==> config.mk <==
export PLATFORM = sky130hd
export DESIGN_NAME = mem_arbiter
export DESIGN_NICKNAME = d
export VERILOG_FILES = /design/src/rtl/mem_arbiter.sv
export SDC_FILE = /design/constraint.sdc
export NUM_CORES = 1
export LEC_CHECK = 0
export CAP_MARGIN = 20
export CORE_MARGIN = 5
export CORE_UTILIZATION = 39
export DETAILED_ROUTE_END_ITERATION = 6
export GPL_TIMING_DRIVEN = 0
export PLACE_DENSITY_LB_ADDON = 0.15
export SLEW_MARGIN = 20
export SYNTH_ARGS = -nofsm -noshare
export SYNTH_HDL_FRONTEND = slang
export SYNTH_SLANG_ARGS = --single-unit
==> constraint.sdc <==
create_clock -name clk -period 2.5 [get_ports clk]
set_clock_uncertainty 0.2 [all_clocks]
set_input_delay 0.375 -clock clk [delete_from_list [all_inputs] [get_ports clk]]
set_output_delay 0.375 -clock clk [all_outputs]
set_load 0.01 [all_outputs]
==> src/rtl/mem_arbiter.sv <==
// mem_arbiter: shares the single-port 256x8 RAM between the CPU core
// (default owner) and the host loader/debug port, stalling the CPU while
// the host owns the RAM.
// Ports:
//   clk, rst (sync, active-low)
//   cpu_addr/cpu_wdata/cpu_rden/cpu_wren -> CPU request; cpu_rdata, cpu_stall back
//   host_req/host_we/host_addr/host_wdata -> host request
//   host_gnt, host_ack, host_rdata -> host status and read data
//   ram_addr/ram_data/ram_rden/ram_wren -> RAM port; ram_q <- RAM data (1-cycle)
module mem_arbiter #(
  parameter int STARVE_LIMIT = 8,
  parameter int BURST_MAX    = 4
) (
  input  logic       clk,
  input  logic       rst,
  input  logic [7:0] cpu_addr,
  input  logic [7:0] cpu_wdata,
  input  logic       cpu_rden,
  input  logic       cpu_wren,
  output logic [7:0] cpu_rdata,
  output logic       cpu_stall,
  input  logic       host_req,
  input  logic       host_we,
  input  logic [7:0] host_addr,
  input  logic [7:0] host_wdata,
  output logic       host_gnt,
  output logic       host_ack,
  output logic [7:0] host_rdata,
  output logic [7:0] ram_addr,
  output logic [7:0] ram_data,
  output logic       ram_rden,
  output logic       ram_wren,
  input  logic [7:0] ram_q
);

  typedef enum logic [1:0] {
    CPU_OWN  = 2'd0,
    HOST_OWN = 2'd1,
    HOLDOFF  = 2'd2
  } state_t;

  localparam logic [7:0] LP_STARVE    = 8'(STARVE_LIMIT);
  localparam logic [7:0] LP_STARVE_M1 = 8'(STARVE_LIMIT - 1);
  localparam logic [7:0] LP_BURST_M1  = 8'(BURST_MAX - 1);

  state_t     r_state;
  state_t     w_next;
  logic [7:0] r_starve;
  logic [7:0] r_burst;
  logic       r_ack;
  logic       r_ack_rd;
  logic [7:0] r_rdata;

  logic       w_cpu_act;
  logic       w_host_acc;
  logic       w_enter_host;
  logic       w_rden;
  logic       w_wren;

  assign w_cpu_act    = cpu_rden | cpu_wren;
  assign w_host_acc   = (r_state == HOST_OWN) & host_req;
  assign w_enter_host = (w_next == HOST_OWN) & (r_state != HOST_OWN);

  always_comb begin
    w_next = r_state;
    unique case (r_state)
      CPU_OWN: begin
        if (host_req && (!w_cpu_act || r_starve == LP_STARVE_M1))
          w_next = HOST_OWN;
      end
      HOST_OWN: begin
        if (!host_req || r_burst == LP_BURST_M1)
          w_next = HOLDOFF;
      end
      HOLDOFF: w_next = CPU_OWN;
      default: w_next = CPU_OWN;
    endcase
  end

  // Write wins when the CPU raises both strobes.
  always_comb begin
    ram_addr = cpu_addr;
    ram_data = cpu_wdata;
    w_rden   = cpu_rden & ~cpu_wren;
    w_wren   = cpu_wren;
    if (r_state == HOST_OWN) begin
      ram_addr = host_addr;
      ram_data = host_wdata;
      w_rden   = host_req & ~host_we;
      w_wren   = host_req & host_we;
    end
  end

  // No RAM access of any kind while reset is held.
  assign ram_rden  = rst & w_rden;
  assign ram_wren  = rst & w_wren;

  assign host_gnt  = (r_state == HOST_OWN);
  assign cpu_stall = (r_state == HOST_OWN);
  assign cpu_rdata = ram_q;
  assign host_ack  = r_ack;

  // RAM data arrives in the ack cycle, so pass it through then and
  // hold the captured copy afterwards.
  assign host_rdata = r_ack_rd ? ram_q : r_rdata;

  always_ff @(posedge clk) begin
    if (!rst) begin
      r_state  <= CPU_OWN;
      r_starve <= 8'd0;
      r_burst  <= 8'd0;
      r_ack    <= 1'b0;
      r_ack_rd <= 1'b0;
      r_rdata  <= 8'd0;
    end else begin
      r_state  <= w_next;
      r_ack    <= w_host_acc;
      r_ack_rd <= w_host_acc & ~host_we;
      if (r_ack_rd)
        r_rdata <= ram_q;
      if (w_enter_host)
        r_starve <= 8'd0;
      else if (r_state == CPU_OWN && host_req && w_cpu_act
               && r_starve != LP_STARVE)
        r_starve <= r_starve + 8'd1;
      if (w_enter_host)
        r_burst <= 8'd0;
      else if (w_host_acc)
        r_burst <= r_burst + 8'd1;
    end
  end

endmodule

## After elaboration in Yosys (flattened, before gate mapping)

Cells that the tools add are included.

| word-level totals | value |
|---|---|
| logic and storage cells | 44 |
| output and inout bits | 37 |
| flip-flop bits (word level) | 28 |

| cells by class | value |
|---|---|
| eq/ne operators | 6 |
| reduce and logical (&&, ||, !) cells | 10 |
| bitwise gates (word level) | 12 |
| add/sub/neg operators | 2 |
| muxes and demuxes | 8 |

Operators by type and width:

| operator | number |
|---|---|
| two-way mux 8 bit | 3 |
| adder 8 x 1 -> 8 bit, second input constant | 2 |
| AND 1 bit | 8 |
| equality test 8 x 2 -> 1 bit, second input constant | 1 |
| equality test 8 x 3 -> 1 bit, second input constant | 1 |
| inequality test 8 x 4 -> 1 bit, second input constant | 1 |
| equality test 2 x 1 -> 1 bit, second input constant | 2 |
| logical AND 1 bit | 4 |
| two-way mux 2 bit | 2 |
| case mux 2 bit (2 select lines) | 1 |
| NOT 1 bit | 3 |
| zero test 1 bit | 2 |
| zero test 2 bit | 1 |
| logical OR 1 bit | 2 |
| two-way mux 1 bit | 2 |
| inequality test 2 x 1 -> 1 bit, second input constant | 1 |
| OR reduction 2 bit | 1 |
| OR 1 bit | 1 |

## Longest topological paths before layout

Gate-level depths: netlist (run 1).

| depth | value |
|---|---|
| word-level depth | 9 |
| depth in mapped cells | 5 |
| depth with buffers taken out | 5 |

## Worst setup path after synthesis (run 1)

OpenSTA, ideal clock, no wires.

| timing path | value |
|---|---|
| kind | register -> output |
| from | reg r_state[0] |
| to | out ram_addr[0] |
| slack | 598 ps |
| data arrival time | 1,327 ps |
| stages on the path, launching flop included | 4 |
| required time | 1,925 ps |
| cells stage by stage | dfxtp_1 nor2b_1 buf_1 mux2_2 |

| on the way | value |
|---|---|
| longest elaborated chain between the ends | 2 |

RTL lines:

| item | RTL line | source |
|---|---|---|
| from (decl) | 46 | `state_t r_state;` |
| from (signal assigned) | 116 | `r_state <= w_next;` |
| equality test 2 x 1 -> 1 bit | -- |  |
| net cpu_stall | 21 | `output logic cpu_stall,` |
| two-way mux 8 bit | 86 | `if (r_state == HOST_OWN) begin` |
| to (decl) | 29 | `output logic [7:0] ram_addr,` |

The timed path passes the listed nets, and every way through them passes these cells.

## Final worst setup path (run 1)

| timing path | value |
|---|---|
| from | in rst |
| to | out ram_wren |

| on the way | value |
|---|---|
| longest elaborated chain between the ends | 1 |

RTL lines:

| item | RTL line | source |
|---|---|---|
| from (decl) | 15 | `input logic rst,` |
| AND 1 bit | 96 | `assign ram_wren = rst & w_wren;` |
| to (decl) | 32 | `output logic ram_wren,` |

Every way passes these cells.

==> results of run 1 <==
metrics by stage:
stage / std cells / power, mW / hold WS (ps) / setup WS, ps / cell area, µm²
global placement: 295 / 0.698 / 266 / -73.9 / 2450
detailed placement: 295 / 0.700 / 269 / -72.7 / 2450
finish: 299 / 1.05 / 285 / 74.2 / 2550
floorplan: 163 / 0.557 / 254 / 598 / 1570
global route: 299 / 1.09 / 328 / -2.50 / 2550
CTS: 300 / 1.06 / 283 / -57.0 / 2530
cell families after synthesis:
logic type               count (synthesis)  synth area share (%)
AND/OR/NAND/NOR                         59                  22.0
flip-flops                              28                  35.8
multiplexers                            25                  17.9
buffers and inverters                   24                  8.46
XOR/XNOR                                13                  7.26
AO/OA/AOI/OAI                           11                  6.23
adder cells (fa/ha/maj)                  3                  2.39
layer usage:
layer  vias up  global-route usage (%)  part of all wire, %
li1        723                       -                    -
met1       619                    17.1                   39
met2        39                    25.6                   52
met3         4                    3.83                  7.2
met4         0                    4.43                  1.3
met5         -                       0                    0
state kept, by name (all words and copies together) (netlist names):
name and flops:
r_state 2, r_ack_rd 1, r_rdata 8, r_starve 8, host_ack 1, r_burst 8
power breakdown:
part / internal [mW] / switching, mW / total [mW]
combinational: 0.157 / 0.0784 / 0.235
sequential: 0.451 / 0.00628 / 0.457
clock: 0.214 / 0.139 / 0.353
total: 0.822 / 0.223 / 1.05
area by class of cell:
type                       instances  area share, %
sequential                        28           22.0
clock buffer                       3           1.62
clock inverter                     1           1.18
buffer                            15           4.51
timing repair buffer              83           32.5
multi-input combinational        111           34.6
tap                               50           2.45
inverter                           8           1.18
worst max-delay path: cells and delay by family:
kind,cells,cell delay (ps)
buffers and inverters,3,1340
AND/OR/NAND/NOR,1,140
cell usage in the layout, fill, tap and decap left out, drive strengths merged, types with 2 or more instances in the layout:
| cell type | instances |
|---|---|
| nor2b | 3 |
| xnor2 | 10 |
| mux2 | 24 |
| nor3 | 6 |
| nand2 | 4 |
| and3b | 2 |
| nor2 | 16 |
| nand3b | 2 |
| nand3 | 4 |
| clkdlybuf4s50 | 82 |
| inv | 8 |
| clkbuf | 5 |
| nor4 | 3 |
| buf | 14 |
| and2 | 10 |
| o22ai | 2 |
| dfxtp | 28 |
| nand4 | 4 |
| and3 | 2 |
| a21oi | 2 |
| xor2 | 3 |
| ha | 3 |
worst max path at each step:
stage | depth (start not counted) | end | start
6_report | 4 | ram_wren | rst
2_1_floorplan | 3 | ram_addr[0] | r_state[0]$_SDFF_PN0_
3_5_place_dp | 5 | ram_wren | host_req
5_1_grt | 4 | ram_data[5] | r_state[0]$_SDFF_PN0_
4_1_cts | 4 | ram_data[7] | r_state[0]$_SDFF_PN0_
3_3_place_gp | 5 | ram_wren | host_req
what timing repair did:
action | in CTS | in global routing
setup buffers | 1 | 0
resized for setup | 3 | 8
setup endpoints to repair | 20 | 21
endpoints found under the hold margin | 0 | 0
pin swaps | 1 | 0
==> metrics.txt, run 1 <==
IO Pins 83; diode count 0; Reg clk slew, reported paths 90 ps; via-per-instance ratio 4.63; Slew HR 72.8%; most common cell in the synthesized netlist dfxtp_1; ys flop type dfxtp_1; register area 561 µm²; final wirelength 4040 µm; Max Fclk 0.412 GHz; WL/cell 13.5 µm; CP cell instances clkdlybuf4s50_1 > clkbuf_2 > and2_1 > clkdlybuf4s50_1; CP max-delay cell clkdlybuf4s50_1; total CTS buffers 3; critical path's largest stage delay 570 ps; Hold Crit Endpoint r_burst[1]$_SDFFE_PP0P_; Starting Density 39.8%; core area 0.00394 mm²; pin count of the biggest net entering global routing 17; TritonCTS clock tree done; PwrDens 410 mW/mm²; Iter 0 DRT Violations 47; Critical R2R Launch r_burst[0]$_SDFFE_PP0P_; synth top area cells dfxtp_1 36%, mux2_2 17%, xnor2_1 5.6%; top-area cell type share of the netlist area 35.8%; Max-cap violations 0; first-pass GRT wire length 6220 µm; Netlist cell types 38; Hold Fails Final Rpt 0; Crit. End Element primary output; max-slew violation count 0; Die W 73.4 µm; Num Clock Sinks 28; worst slew pin tran 404 ps; Leak 0.965 nW; post-synthesis register bit count 28; Die ar. 0.00539 mm²; CP most frequent cell clkdlybuf4s50_1; Startpoint Class input pin; Critical Path RT 1920 ps; GP Congestion 0.756; final setup violation count 0; synthesized cell area 0.00157 mm²; Vias 1,385; Crit Path Class in -> out; H-tree depth 1; GRT Util Overall 14.5%; EDFF count, synth 0; Die H 73.4 µm; Synth area leader dfxtp_1; Worst VDD drop 434 µV; status finished, final reports clean; GRT overflow 0; R2R depth 5; Seq/Total Area, Yosys 35.8%; synthesis-to-finish area growth 62.6%; multi-input logic area 882 µm²; number of global-route vias before repair 1,342; post-route ant nets 0; post-DP HPWL 3290 µm; mean post-synth cell area 9.62 µm²; Clock Tree Root clkbuf_8; WP data arrival 1850 ps; CTS Hold Bufs 0; DR DRC count 0; fillers 335; Worst Hold Depth 2; Mapped Cells 163; fin nets 299; FP Rows 23; fraction of registers with async set/reset 0%; Hold WC Path Type reg -> reg; utilization after layout 64.7%; r2r setup slk 470 ps; DR pass1 iterations 4; RR Endpoint r_state[0]$_SDFF_PN0_; fin crit period 2430 ps; Clk Latency, worst-skew pair 270 ps; IO Port Bufs 82; share of cells above drive strength 1 19.7%; initial antenna violation count 0; synth warn 0; setup TNS 0 ps; Max clock buf depth 2; Post-Syn Nets 212; top cells by count, synth 28 x dfxtp_1, 24 x mux2_2, 15 x nor2_1, 10 x and2_1, 10 x xnor2_1; critical path peak fanout 10; Period Utilization, post-route 97.0%; hold path startpoint r_burst[1]$_SDFFE_PP0P_
No activity file was read; power rests on OpenSTA's default activity.
==> run 2: changes to the inputs <==
--- a/config.mk
+++ b/config.mk
@@ -10,6 +10,7 @@
 export CORE_UTILIZATION = 39
 export DETAILED_ROUTE_END_ITERATION = 6
 export GPL_TIMING_DRIVEN = 0
+export HOLD_SLACK_MARGIN = 0.06
 export PLACE_DENSITY_LB_ADDON = 0.15
 export SLEW_MARGIN = 20
 export SYNTH_ARGS = -nofsm -noshare
==> results of run 2 <==
Same layout as run 1: the final DEF is identical, and so are final timing and power.
==> run 3: changes to the inputs <==
--- a/config.mk
+++ b/config.mk
@@ -6,9 +6,10 @@
 export NUM_CORES = 1
 export LEC_CHECK = 0
 export CAP_MARGIN = 20
-export CORE_MARGIN = 5
-export CORE_UTILIZATION = 39
+export CORE_MARGIN = 4
+export CORE_UTILIZATION = 60
 export DETAILED_ROUTE_END_ITERATION = 6
+export DONT_BUFFER_PORTS = 1
 export GPL_TIMING_DRIVEN = 0
 export HOLD_SLACK_MARGIN = 0.06
 export PLACE_DENSITY_LB_ADDON = 0.15
==> run 3 against run 2 <==
- count of clock-buffer cells in the layout stayed put
- core utilization is 3.9 points higher
- maximum frequency is 2.0% higher
- highest routed layer is now met3
==> metrics.txt, run 3 (same netlist as run 1, synthesis figures left out) <==
status finished, final reports clean; IO Pins 83; Starting Density 63.3%; Leak 0.646 nW; PwrDens 509 mW/mm²; final setup violation count 0; number of global-route vias before repair 1,104; Max Fclk 0.420 GHz; Die ar. 0.00349 mm²; Clk Latency, worst-skew pair 330 ps; Worst VDD drop 416 µV; most frequent cells in the layout 28 x dfxtp_1, 24 x mux2_2, 15 x nor2_1, 10 x and2_1, 10 x xnor2_1; first-pass GRT wire length 5020 µm; Die H 59.1 µm; DR pass1 iterations 4; IO Port Bufs 0; Iter 0 DRT Violations 28; register area 561 µm²; final wirelength 3410 µm; RSZ-0062 raised after global routing no; multi-input logic area 875 µm²; Hold Fails Final Rpt 0; Hold WC Path Type in -> reg; TritonCTS clock tree done; Vias 1,146; Die W 59.1 µm; H-tree depth 1; r2r setup slk 430 ps; Crit Path Class reg -> out; Startpoint Class flop; DR DRC count 0; Slew HR 68.8%; core area 0.00248 mm²; share of cells above drive strength 1 26.3%; setup TNS 0 ps; fillers 195; fin crit period 2380 ps; Critical Path RT 1920 ps; FP Rows 18; worst slew pin tran 468 ps; initial antenna violation count 0; max-slew violation count 0; Reg clk slew, reported paths 150 ps; commonest non-fill, non-tap cell in the layout dfxtp_1; via-per-instance ratio 5.70; Max clock buf depth 2; diode count 0; WL/cell 17.0 µm; biggest regs r_burst (8), r_rdata (8), r_starve (8); post-route ant nets 0; Max-cap violations 0; GRT overflow 0; WP data arrival 1800 ps; GRT Util Overall 18.4%; critical path peak fanout 10; utilization after layout 68.6%; total CTS buffers 3; Clock Tree Root clkbuf_4; synthesis-to-finish area growth 8.38%; GP Congestion 0.819; pin count of the biggest net entering global routing 17; Crit. End Element primary output; fin nets 221; Period Utilization, post-route 95.2%; Num Clock Sinks 28; post-DP HPWL 2630 µm
## run 3: what timing repair did
item                                    in CTS  in global routing
hold buffers                                 3                  1
endpoints found under the setup margin       0                  8
setup buffers                                0                  0
hold endpoints to repair                     4                  2
gates resized for setup                      0                  1
## run 3: worst max-delay path: stages (launching register included)
cell and delay (ps):
dfxtp_1 400, nor2b_1 240, buf_1 410, mux2_2 430
## run 3: power by group
part	switching, mW	total [mW]	leakage [nW]	internal [mW]
registers	0.00643	0.458	0.226	0.452
clock network	0.134	0.296	0.0279	0.162
logic	0.0592	0.111	0.392	0.0513
total	0.200	0.865	0.646	0.665
## run 3: metrics by stage
step	instances	setup WS [ps]	area [µm²]	hold WS, ps	power [mW]
finish	201	121	1700	152	0.865
detailed placement	193	432	1610	284	0.572
floorplan	163	598	1570	254	0.557
CTS	200	35.0	1690	62.0	0.870
global placement	193	455	1610	265	0.570
global route	201	52.1	1700	140	0.898
## run 3: final cells by class
type	count	area share [%]
Sequential cell	28	33.0
Inverter	8	1.77
Buffer	16	6.11
Tap cell	30	2.21
Clock buffer	3	1.33
Clock inverter	1	1.77
Multi-Input combinational cell	111	51.5
Timing Repair Buffer	4	2.36
## run 3: metal layers
layer | wire length (µm) | part of all wire [%] | global-route usage [%]
met1 | 1400 | 41 | 21.2
met2 | 1780 | 52 | 33.8
met3 | 237 | 6.9 | 4.79
met4 | 0 | 0 | 3.88
met5 | 0 | 0 | 0
## run 3: worst paths after layout
kind | from | end | depth (start not counted)
max | r_state[0]$_SDFF_PN0_ | ram_data[3] | 3
min | ram_q[7] | r_rdata[7]$_SDFF_PN0_ | 2
min reg2reg | r_burst[1]$_SDFFE_PP0P_ | r_burst[1]$_SDFFE_PP0P_ | 2
max reg2reg | r_burst[0]$_SDFFE_PP0P_ | r_state[0]$_SDFF_PN0_ | 5
